<file path="config.mk">
export PLATFORM = sky130hd
export DESIGN_NAME = hazard_ctrl_flat
export DESIGN_NICKNAME = d
export VERILOG_FILES = /design/src/rtl/hazard_pkg.sv /design/src/rtl/hazard_if.sv /design/src/rtl/hazard_fwd_sel.sv /design/src/rtl/hazard_ctrl.sv /design/src/flat_wrapper.sv
export SDC_FILE = /design/constraint.sdc
export NUM_CORES = 1
export LEC_CHECK = 0
export ABC_AREA = 0
export BUFFER_PORTS_ARGS = -buffer_cell sky130_fd_sc_hd__buf_2
export CAP_MARGIN = 20
export CORE_MARGIN = 10
export CORE_UTILIZATION = 35
export DETAILED_ROUTE_END_ITERATION = 8
export GPL_ROUTABILITY_DRIVEN = 0
export PLACE_DENSITY = 0.68
export SLEW_MARGIN = 20
export SYNTH_ARGS = -nofsm -noshare
export SYNTH_HDL_FRONTEND = slang
export SYNTH_SLANG_ARGS = --single-unit
</file>
<file path="constraint.sdc">
create_clock -name clk -period 1.48 [get_ports clk]
set_input_delay 0.148 -clock clk [delete_from_list [all_inputs] [get_ports clk]]
set_output_delay 0.148 -clock clk [all_outputs]
set_load 0.02 [all_outputs]
</file>
<file path="src/rtl/hazard_pkg.sv">
// rtl/hazard_pkg.sv - shared forwarding encodings and multiply/divide FSM state type
package hazard_pkg;

  localparam logic [1:0] FWD_RF = 2'b00;
  localparam logic [1:0] FWD_W  = 2'b01;
  localparam logic [1:0] FWD_M  = 2'b10;

  typedef enum logic {
    MD_IDLE,
    MD_BUSY
  } mdState_t;

endpackage

</file>
<file path="src/rtl/hazard_if.sv">
// rtl/hazard_if.sv - pipeline-to-hazard-unit signal bundle
interface hazard_if;

  logic [4:0] Rs1D, Rs2D;
  logic [4:0] Rs1E, Rs2E, RdE;
  logic [4:0] RdM, RdW;
  logic       RegWriteM, RegWriteW;
  logic       ResultSrcE0;
  logic       PCSrcE;
  logic       MulDivE;
  logic       MdDone;

  logic [1:0] ForwardAE, ForwardBE;
  logic       StallF, StallD, StallE;
  logic       FlushD, FlushE, FlushM;
  logic       MdStart;
  logic       MdBusy;
  logic       MdTimeoutErr;

  modport master (
    output Rs1D, Rs2D, Rs1E, Rs2E, RdE, RdM, RdW,
    output RegWriteM, RegWriteW, ResultSrcE0, PCSrcE, MulDivE, MdDone,
    input  ForwardAE, ForwardBE, StallF, StallD, StallE,
    input  FlushD, FlushE, FlushM, MdStart, MdBusy, MdTimeoutErr
  );

  modport slave (
    input  Rs1D, Rs2D, Rs1E, Rs2E, RdE, RdM, RdW,
    input  RegWriteM, RegWriteW, ResultSrcE0, PCSrcE, MulDivE, MdDone,
    output ForwardAE, ForwardBE, StallF, StallD, StallE,
    output FlushD, FlushE, FlushM, MdStart, MdBusy, MdTimeoutErr
  );

endinterface

</file>
<file path="src/rtl/hazard_fwd_sel.sv">
// rtl/hazard_fwd_sel.sv - forwarding select for one execute-stage source operand
module hazard_fwd_sel
  import hazard_pkg::*;
(
  input  logic [4:0] rsE,
  input  logic [4:0] rdM,
  input  logic [4:0] rdW,
  input  logic       regWriteM,
  input  logic       regWriteW,
  output logic [1:0] fwdSel
);

  // The M-stage result is younger, so it wins over W; x0 is never forwarded.
  always_comb begin
    fwdSel = FWD_RF;
    if (regWriteM && (rdM != 5'd0) && (rdM == rsE)) begin
      fwdSel = FWD_M;
    end else if (regWriteW && (rdW != 5'd0) && (rdW == rsE)) begin
      fwdSel = FWD_W;
    end
  end

endmodule

</file>
<file path="src/rtl/hazard_ctrl.sv">
// rtl/hazard_ctrl.sv - forwarding, load-use stall, branch flush and multiply/divide sequencing
module hazard_ctrl
  import hazard_pkg::*;
#(
  parameter int MD_TIMEOUT = 40,
  parameter int CNT_W      = 6
) (
  input logic     clk,
  input logic     reset,
  hazard_if.slave hz
);

  localparam logic [CNT_W-1:0] CNT_LAST = CNT_W'(MD_TIMEOUT - 1);

  mdState_t         state, stateNext;
  logic [CNT_W-1:0] cnt, cntNext;
  logic             timeoutErr, timeoutErrNext;
  logic             mdStall, mdStartC;
  logic             lwStall;
  logic [1:0]       fwdA, fwdB;

  hazard_fwd_sel uFwdA (
    .rsE      (hz.Rs1E),
    .rdM      (hz.RdM),
    .rdW      (hz.RdW),
    .regWriteM(hz.RegWriteM),
    .regWriteW(hz.RegWriteW),
    .fwdSel   (fwdA)
  );

  hazard_fwd_sel uFwdB (
    .rsE      (hz.Rs2E),
    .rdM      (hz.RdM),
    .rdW      (hz.RdW),
    .regWriteM(hz.RegWriteM),
    .regWriteW(hz.RegWriteW),
    .fwdSel   (fwdB)
  );

  assign lwStall = hz.ResultSrcE0 && (hz.RdE != 5'd0) &&
                   ((hz.Rs1D == hz.RdE) || (hz.Rs2D == hz.RdE));

  always_ff @(posedge clk) begin
    if (reset) begin
      state      <= MD_IDLE;
      cnt        <= '0;
      timeoutErr <= 1'b0;
    end else begin
      state      <= stateNext;
      cnt        <= cntNext;
      timeoutErr <= timeoutErrNext;
    end
  end

  // In the MdDone cycle the stall drops so the instruction moves to M on that edge.
  always_comb begin
    stateNext      = state;
    cntNext        = cnt;
    timeoutErrNext = timeoutErr;
    mdStall        = 1'b0;
    mdStartC       = 1'b0;
    case (state)
      MD_IDLE: begin
        if (hz.MulDivE) begin
          mdStartC  = 1'b1;
          mdStall   = 1'b1;
          cntNext   = '0;
          stateNext = MD_BUSY;
        end
      end
      MD_BUSY: begin
        if (hz.MdDone) begin
          stateNext = MD_IDLE;
        end else begin
          mdStall = 1'b1;
          cntNext = cnt + CNT_W'(1);
          if (cnt == CNT_LAST) begin
            timeoutErrNext = 1'b1;
            stateNext      = MD_IDLE;
          end
        end
      end
      default: stateNext = MD_IDLE;
    endcase
  end

  assign hz.ForwardAE    = reset ? FWD_RF : fwdA;
  assign hz.ForwardBE    = reset ? FWD_RF : fwdB;
  assign hz.StallF       = !reset && (lwStall || mdStall);
  assign hz.StallD       = !reset && (lwStall || mdStall);
  assign hz.StallE       = !reset && mdStall;
  assign hz.FlushD       = reset || hz.PCSrcE;
  assign hz.FlushE       = reset || ((lwStall || hz.PCSrcE) && !mdStall);
  assign hz.FlushM       = reset || mdStall;
  assign hz.MdStart      = !reset && mdStartC;
  assign hz.MdBusy       = !reset && (state == MD_BUSY);
  assign hz.MdTimeoutErr = !reset && timeoutErr;

endmodule

</file>
<file path="src/flat_wrapper.sv">
// flat-port wrapper written by rule: the top's interface ports become plain ports
module hazard_ctrl_flat import hazard_pkg::*;
#(
  parameter int MD_TIMEOUT = 40,
  parameter int CNT_W      = 6
)
  (clk, reset, hz_Rs1D, hz_Rs2D, hz_Rs1E, hz_Rs2E, hz_RdE, hz_RdM, hz_RdW, hz_RegWriteM, hz_RegWriteW, hz_ResultSrcE0, hz_PCSrcE, hz_MulDivE, hz_MdDone, hz_ForwardAE, hz_ForwardBE, hz_StallF, hz_StallD, hz_StallE, hz_FlushD, hz_FlushE, hz_FlushM, hz_MdStart, hz_MdBusy, hz_MdTimeoutErr);
  hazard_if hz_i ();
  input logic clk;
  input logic reset;
  input wire logic [$bits(hz_i.Rs1D)-1:0] hz_Rs1D;
  input wire logic [$bits(hz_i.Rs2D)-1:0] hz_Rs2D;
  input wire logic [$bits(hz_i.Rs1E)-1:0] hz_Rs1E;
  input wire logic [$bits(hz_i.Rs2E)-1:0] hz_Rs2E;
  input wire logic [$bits(hz_i.RdE)-1:0] hz_RdE;
  input wire logic [$bits(hz_i.RdM)-1:0] hz_RdM;
  input wire logic [$bits(hz_i.RdW)-1:0] hz_RdW;
  input wire logic [$bits(hz_i.RegWriteM)-1:0] hz_RegWriteM;
  input wire logic [$bits(hz_i.RegWriteW)-1:0] hz_RegWriteW;
  input wire logic [$bits(hz_i.ResultSrcE0)-1:0] hz_ResultSrcE0;
  input wire logic [$bits(hz_i.PCSrcE)-1:0] hz_PCSrcE;
  input wire logic [$bits(hz_i.MulDivE)-1:0] hz_MulDivE;
  input wire logic [$bits(hz_i.MdDone)-1:0] hz_MdDone;
  output wire logic [$bits(hz_i.ForwardAE)-1:0] hz_ForwardAE;
  output wire logic [$bits(hz_i.ForwardBE)-1:0] hz_ForwardBE;
  output wire logic [$bits(hz_i.StallF)-1:0] hz_StallF;
  output wire logic [$bits(hz_i.StallD)-1:0] hz_StallD;
  output wire logic [$bits(hz_i.StallE)-1:0] hz_StallE;
  output wire logic [$bits(hz_i.FlushD)-1:0] hz_FlushD;
  output wire logic [$bits(hz_i.FlushE)-1:0] hz_FlushE;
  output wire logic [$bits(hz_i.FlushM)-1:0] hz_FlushM;
  output wire logic [$bits(hz_i.MdStart)-1:0] hz_MdStart;
  output wire logic [$bits(hz_i.MdBusy)-1:0] hz_MdBusy;
  output wire logic [$bits(hz_i.MdTimeoutErr)-1:0] hz_MdTimeoutErr;
  assign hz_i.Rs1D = hz_Rs1D;
  assign hz_i.Rs2D = hz_Rs2D;
  assign hz_i.Rs1E = hz_Rs1E;
  assign hz_i.Rs2E = hz_Rs2E;
  assign hz_i.RdE = hz_RdE;
  assign hz_i.RdM = hz_RdM;
  assign hz_i.RdW = hz_RdW;
  assign hz_i.RegWriteM = hz_RegWriteM;
  assign hz_i.RegWriteW = hz_RegWriteW;
  assign hz_i.ResultSrcE0 = hz_ResultSrcE0;
  assign hz_i.PCSrcE = hz_PCSrcE;
  assign hz_i.MulDivE = hz_MulDivE;
  assign hz_i.MdDone = hz_MdDone;
  assign hz_ForwardAE = hz_i.ForwardAE;
  assign hz_ForwardBE = hz_i.ForwardBE;
  assign hz_StallF = hz_i.StallF;
  assign hz_StallD = hz_i.StallD;
  assign hz_StallE = hz_i.StallE;
  assign hz_FlushD = hz_i.FlushD;
  assign hz_FlushE = hz_i.FlushE;
  assign hz_FlushM = hz_i.FlushM;
  assign hz_MdStart = hz_i.MdStart;
  assign hz_MdBusy = hz_i.MdBusy;
  assign hz_MdTimeoutErr = hz_i.MdTimeoutErr;
  hazard_ctrl #(.MD_TIMEOUT(MD_TIMEOUT), .CNT_W(CNT_W)) u_core (.clk(clk), .reset(reset), .hz(hz_i));
endmodule
</file>
==> results.toml, run 1 <==
[yosys]
synth.distinct_cells = 34
ys_ff_latch = 8
synth_seq_area_share_pct = 18.36
synth.avg_cell_area_um2 = 7.718
syn_nets = 157
synth_warnings = 0
netlist_area_um2 = 872.1
synth_edf_count = 0
synthCells = 113
async_reset_ff_share_pct = 0
synth-main-ff-cell = "dfxtp_1"

[clocking]
htreeDepth = 1
cts_tree = "yes"
cts_buffers = 3
clkTransAtPathRegs_ps = 50
clk-insertion-delay-late_ps = 250
cts_root_buf = "clkbuf_4"
cts.sinks = 8
cts_buffer_depth = 2

[finish]
fill_cells = 236
num_antenna_cells = 0
syn2layout_area_growth_pct = 73.60
nets = 238
drive_gt1_share_pct = 53.65
fin_util_pct = 62.24
layout_commonest_cell = "buf_2"
most-common-layout-cells = "buf_2 (46), buf_4 (27), xor2_1 (20)"

[critical_path]
setup.worst_path.start = "hz_RdW[3]"
start_kind = "input pin"
cp_data_arrival_time_ps = 1430
r2r_start = "u_core.cnt[0]$_SDFFE_PP0P_"
required_ps = 1330
path_class = "input pin to output port"
cp_max_fo = 3
end_kind = "output port"

[sta]
final.period_utilization_pct = 106.6
worst_pin_slew_ps = 369.3
holdWs_ps = 273.0
fmax_mhz = 633.9
max_slew_margin_pct = 75.38
setup_viol_count_final = 3
skew_ps = 4.828
fin_ws_ps = -97.50
hold_violations = 0
rsz0062_at_grt = "true"
maxSlewViolCount = 0
fin_crit_ps = 1578

[floorplanning]
die_y_um = 69.92
ios = 56
rows = 18
die-area_um2 = 4888
start_util_pct = 35.85
core_um2 = 2432
dieWidth_um = 69.92

[drt]
routed_wl_um = 3373
drc = 0
drtIter0Drc = 37
wl_met2_um = 1827
wl_met3_um = 233
viasPerCell = 5.027
dr.pass1.iters = 4
wire_per_inst_um = 15.19
dr_total_vias = 1116
top_layer = "met4"
ant_nets = 0
drt-met1-wl_um = 1248

[global_route]
grt_use_total_pct = 12.60
antenna_found_initial = 0
grt_pass1_wl_um = 5313
grt_max_degree = 20
grt_pass1_vias = 1223
grt_overflow = 0

[run_status]
status = "complete, but fails checks"
violations = "negative setup slack"

[pwr]
total_power_w = 0.0007631
vdd_drop_max_mv = 0.3538
p_leak_nw = 0.6723
power.density_nw_per_um2 = 504.0

[hold_path]
min_from = "hz_MulDivE"
hp-class = "input pin to flip-flop"

[place]
hpwl_um = 2730
port-buffer-count = 55

[run]
maxCapViolCount = 0
==> cell type report <==
class,instances,area (µm²),area share (%)
Timing Repair Buffer,80,511.7,33.80
Clock buffer,3,22.52,1.488
Sequential cell,8,163.9,10.83
Tap cell,30,37.54,2.479
Multi-Input combinational cell,101,778.2,51.41
==> cell families (layout without fill, tap and decap cells) <==
family	after synthesis	count (layout)	synth area share [%]
XOR/XNOR	30	30	30.13
adder cells (fa/ha/maj)	1	1	1.434
AO/OA/AOI/OAI	21	21	15.50
AND/OR/NAND/NOR	49	49	32.43
flip-flops	8	8	18.36
buffers and inverters	4	83	2.152
==> state kept, by name, summed over array words and instances, names as in the netlist <==
signal             count
u_core.state           1
u_core.timeoutErr      1
u_core.cnt             6
==> routing by layer <==
layer | global-route usage, % | up-vias
met2 | 23.77 | 34
met5 | 0 | -
met4 | 4.386 | 0
met3 | 4.237 | 6
met1 | 12.36 | 515
li1 | - | 561
==> power breakdown <==
part / internal, W / leakage, nW / switching, W / total (W)
logic: 0.000192 / 0.593 / 0.000179 / 0.000371
clock network: 0.0000929 / 0.0138 / 0.0000753 / 0.000168
registers: 0.000219 / 0.0654 / 0.00000484 / 0.000224
total: 0.000504 / 0.672 / 0.000259 / 0.000763
==> cell usage after synthesis (3+ instances only) <==
cell type,count,share of area (%)
xor2_1,20,20
nor2_1,10,4.3
xnor2_1,10,10
dfxtp_1,8,18
nor2b_1,8,5.7
a21oi_1,6,3.4
nor3_1,5,2.9
or4_1,5,4.3
nand2_1,4,1.7
nand3_1,4,2.3
o21ai_0,3,1.7
or2_2,3,2.2
==> critical path: stages <==
cell     delay, ps
buf_2          110
or4_1          100
o21ai_1         60
or4_1          540
nor4_2         290
buf_4          180
==> repair_timing <==
item                                    in CTS  in global routing
buffers inserted                             1                  1
endpoints found under the setup margin       6                  6
hold buffers                                 0                  0
gates resized for setup                     19                 14
pin swaps                                    3                  4
==> worst paths after layout <==
path	to	slack (ps)	cells past startpoint
setup / recovery	hz_ForwardAE[0]	-100	6
hold / removal	u_core.cnt[4]$_SDFFE_PP0P_	270	3
setup reg to reg	u_core.cnt[4]$_SDFFE_PP0P_	120	4
hold reg to reg	u_core.timeoutErr$_SDFFE_PP0P_	480	2
==> per-stage QoR <==
stage          cells  setup TNS (ps)  instance area, µm²  worst slack (ps)
6_report         222          -218.3                1514            -97.50
5_1_grt          222          -598.0                1514            -197.1
4_1_cts          221          -271.9                1443            -113.3
3_5_place_dp     217          -467.1                1354            -158.8
3_3_place_gp     217          -402.3                1354            -151.2
2_1_floorplan    113          -35.46               887.1            -35.46
(Power assumes the default switching activity.)
==> run 2, diff against run 1 <==
Settings changed: SKIP_LAST_GASP from default to 1.
==> run 2 against run 1 <==
  * Die area stayed put
  * Final cell count increased by 0.45%
  * Global-route usage is 0.23 points lower
  * Total power is 0.74% higher
  * Core utilization rose by 0.36 points
  * Highest routed layer unchanged
  * Final area grew 0.58%
  * Hold slack better by 2.4 ps
  * The flow still finishes with violations (negative setup slack)
  * Non-clock buffer count increased by 1
==> results.toml, run 2 (synthesized netlist as in run 1, its figures left out) <==
[global_route]
grt_overflow = 0
grt_max_degree = 20
antenna_found_initial = 0
grt_use_total_pct = 12.37
grt_pass1_wl_um = 5223
grt_pass1_vias = 1191

[drt]
viasPerCell = 5.009
routed_wl_um = 3357
dr.pass1.iters = 4
wire_per_inst_um = 15.05
ant_nets = 0
drc = 0
drtIter0Drc = 87
dr_total_vias = 1117

[pwr]
p_leak_nw = 0.6787
clockPowerShare_pct = 22.0
vdd_drop_max_mv = 0.3567
p_sw_w = 0.0002617
p_int_w = 0.0005070
pwr-share-seq_pct = 29.3
comb_power_share_pct = 48.7
power.density_nw_per_um2 = 504.9
swShare_pct = 34.05

[clocking]
clk-insertion-delay-late_ps = 250
cts_tree = "yes"
cts_buffers = 3
clkTransAtPathRegs_ps = 50
cts_buffer_depth = 2
cts.sinks = 8
cts_root_buf = "clkbuf_4"
htreeDepth = 1

[floorplanning]
start_util_pct = 35.85
core_um2 = 2432
rows = 18
die_y_um = 69.92
die-area_um2 = 4888
dieWidth_um = 69.92
ios = 56

[sta]
hold_violations = 0
maxSlewViolCount = 0
max_slew_margin_pct = 75.38
fin_crit_ps = 1592
fin_ws_ps = -111.6
fmax_mhz = 628.3
worst_pin_slew_ps = 369.2
final.period_utilization_pct = 107.5
rsz0062_at_grt = "true"
skew_ps = 6.183
fin_setup_tns_ps = -221.7
setup_viol_count_final = 2

[finish]
regMostFlops = "u_core.cnt"
most-common-layout-cells = "buf_2 (48), buf_4 (26), xor2_1 (20)"
nets = 239
layout_commonest_cell = "buf_2"
syn2layout_area_growth_pct = 74.61
num_antenna_cells = 0
drive_gt1_share_pct = 53.89
largestRegisters = "u_core.cnt (6), u_core.state (1), u_core.timeoutErr (1)"
largest_reg_flops = 6
fin_util_pct = 62.60

[critical_path]
end_kind = "output port"
cp_max_fo = 3
start_kind = "input pin"
required_ps = 1330
reg2reg_slack_ps = 120
cp_data_arrival_time_ps = 1440
path_class = "input pin to output port"

[run_status]
violations = "negative setup slack"
status = "complete, but fails checks"

[place]
hpwl_um = 2730
port-buffer-count = 55
place_ws_ps = -158.8

[run]
maxCapViolCount = 0

[hold_path]
hp-class = "input pin to flip-flop"
[run 2: layout make-up]
type / count / area [µm²]
Tap cell: 30 / 37.54
Multi-Input combinational cell: 101 / 784.5
Fill cell: 234 / 909.6
Timing Repair Buffer: 81 / 514.2
Sequential cell: 8 / 163.9
Clock buffer: 3 / 22.52
[run 2: worst max-delay path, cell delays in order]
cell and delay, ps:
buf_2 120, or4_1 110, o21ai_1 60, or4_1 540, nor4_2 280, buf_4 180
[run 2: what timing repair did]
| item | CTS | global route |
|---|---|---|
| pin swaps | 1 | 6 |
| hold endpoints to repair | 0 | 0 |
| setup buffers | 1 | 2 |
| gates resized for setup | 14 | 19 |
| hold buffers | 0 | 0 |
| endpoints found under the setup margin | 6 | 7 |
[run 2: worst paths after layout]
check	cells after the start	from	to
setup / recovery	6	hz_RdW[4]	hz_ForwardAE[0]
hold / removal	3	hz_MulDivE	u_core.cnt[4]$_SDFFE_PP0P_
setup reg to reg	4	u_core.cnt[0]$_SDFFE_PP0P_	u_core.cnt[4]$_SDFFE_PP0P_
hold reg to reg	2	u_core.timeoutErr$_SDFFE_PP0P_	u_core.timeoutErr$_SDFFE_PP0P_
[run 2: stage by stage]
stage / std cells / area, µm² / total power (W) / hold WS (ps)
6_report: 223 / 1523 / 0.0007687 / 275.3
3_3_place_gp: 217 / 1354 / 0.0005384 / 451.6
2_1_floorplan: 113 / 887.1 / 0.0003804 / 360.9
3_5_place_dp: 217 / 1354 / 0.0005490 / 489.9
4_1_cts: 221 / 1423 / 0.0007386 / 230.2
5_1_grt: 223 / 1523 / 0.0008190 / 275.4
[run 2: power by group through the flow]
stage | Combinational, W | Clock, W | Sequential, W
detailed placement | 0.000321 | 0 | 0.000228
CTS | 0.000334 | 0.000180 | 0.000224
global route | 0.000406 | 0.000187 | 0.000226
floorplan | 0.000154 | 0 | 0.000227
finish | 0.000374 | 0.000169 | 0.000225
global placement | 0.000311 | 0 | 0.000228
[run 2: per-layer routing]
| metal | GRT usage (%) | part of all wire, % | vias to the layer above |
|---|---|---|---|
| li1 | - | - | 563 |
| met1 | 12.28 | 38 | 518 |
| met2 | 23.46 | 55 | 32 |
| met3 | 4.237 | 6.6 | 4 |
| met4 | 3.509 | 1.2 | 0 |
| met5 | 0 | 0 | - |
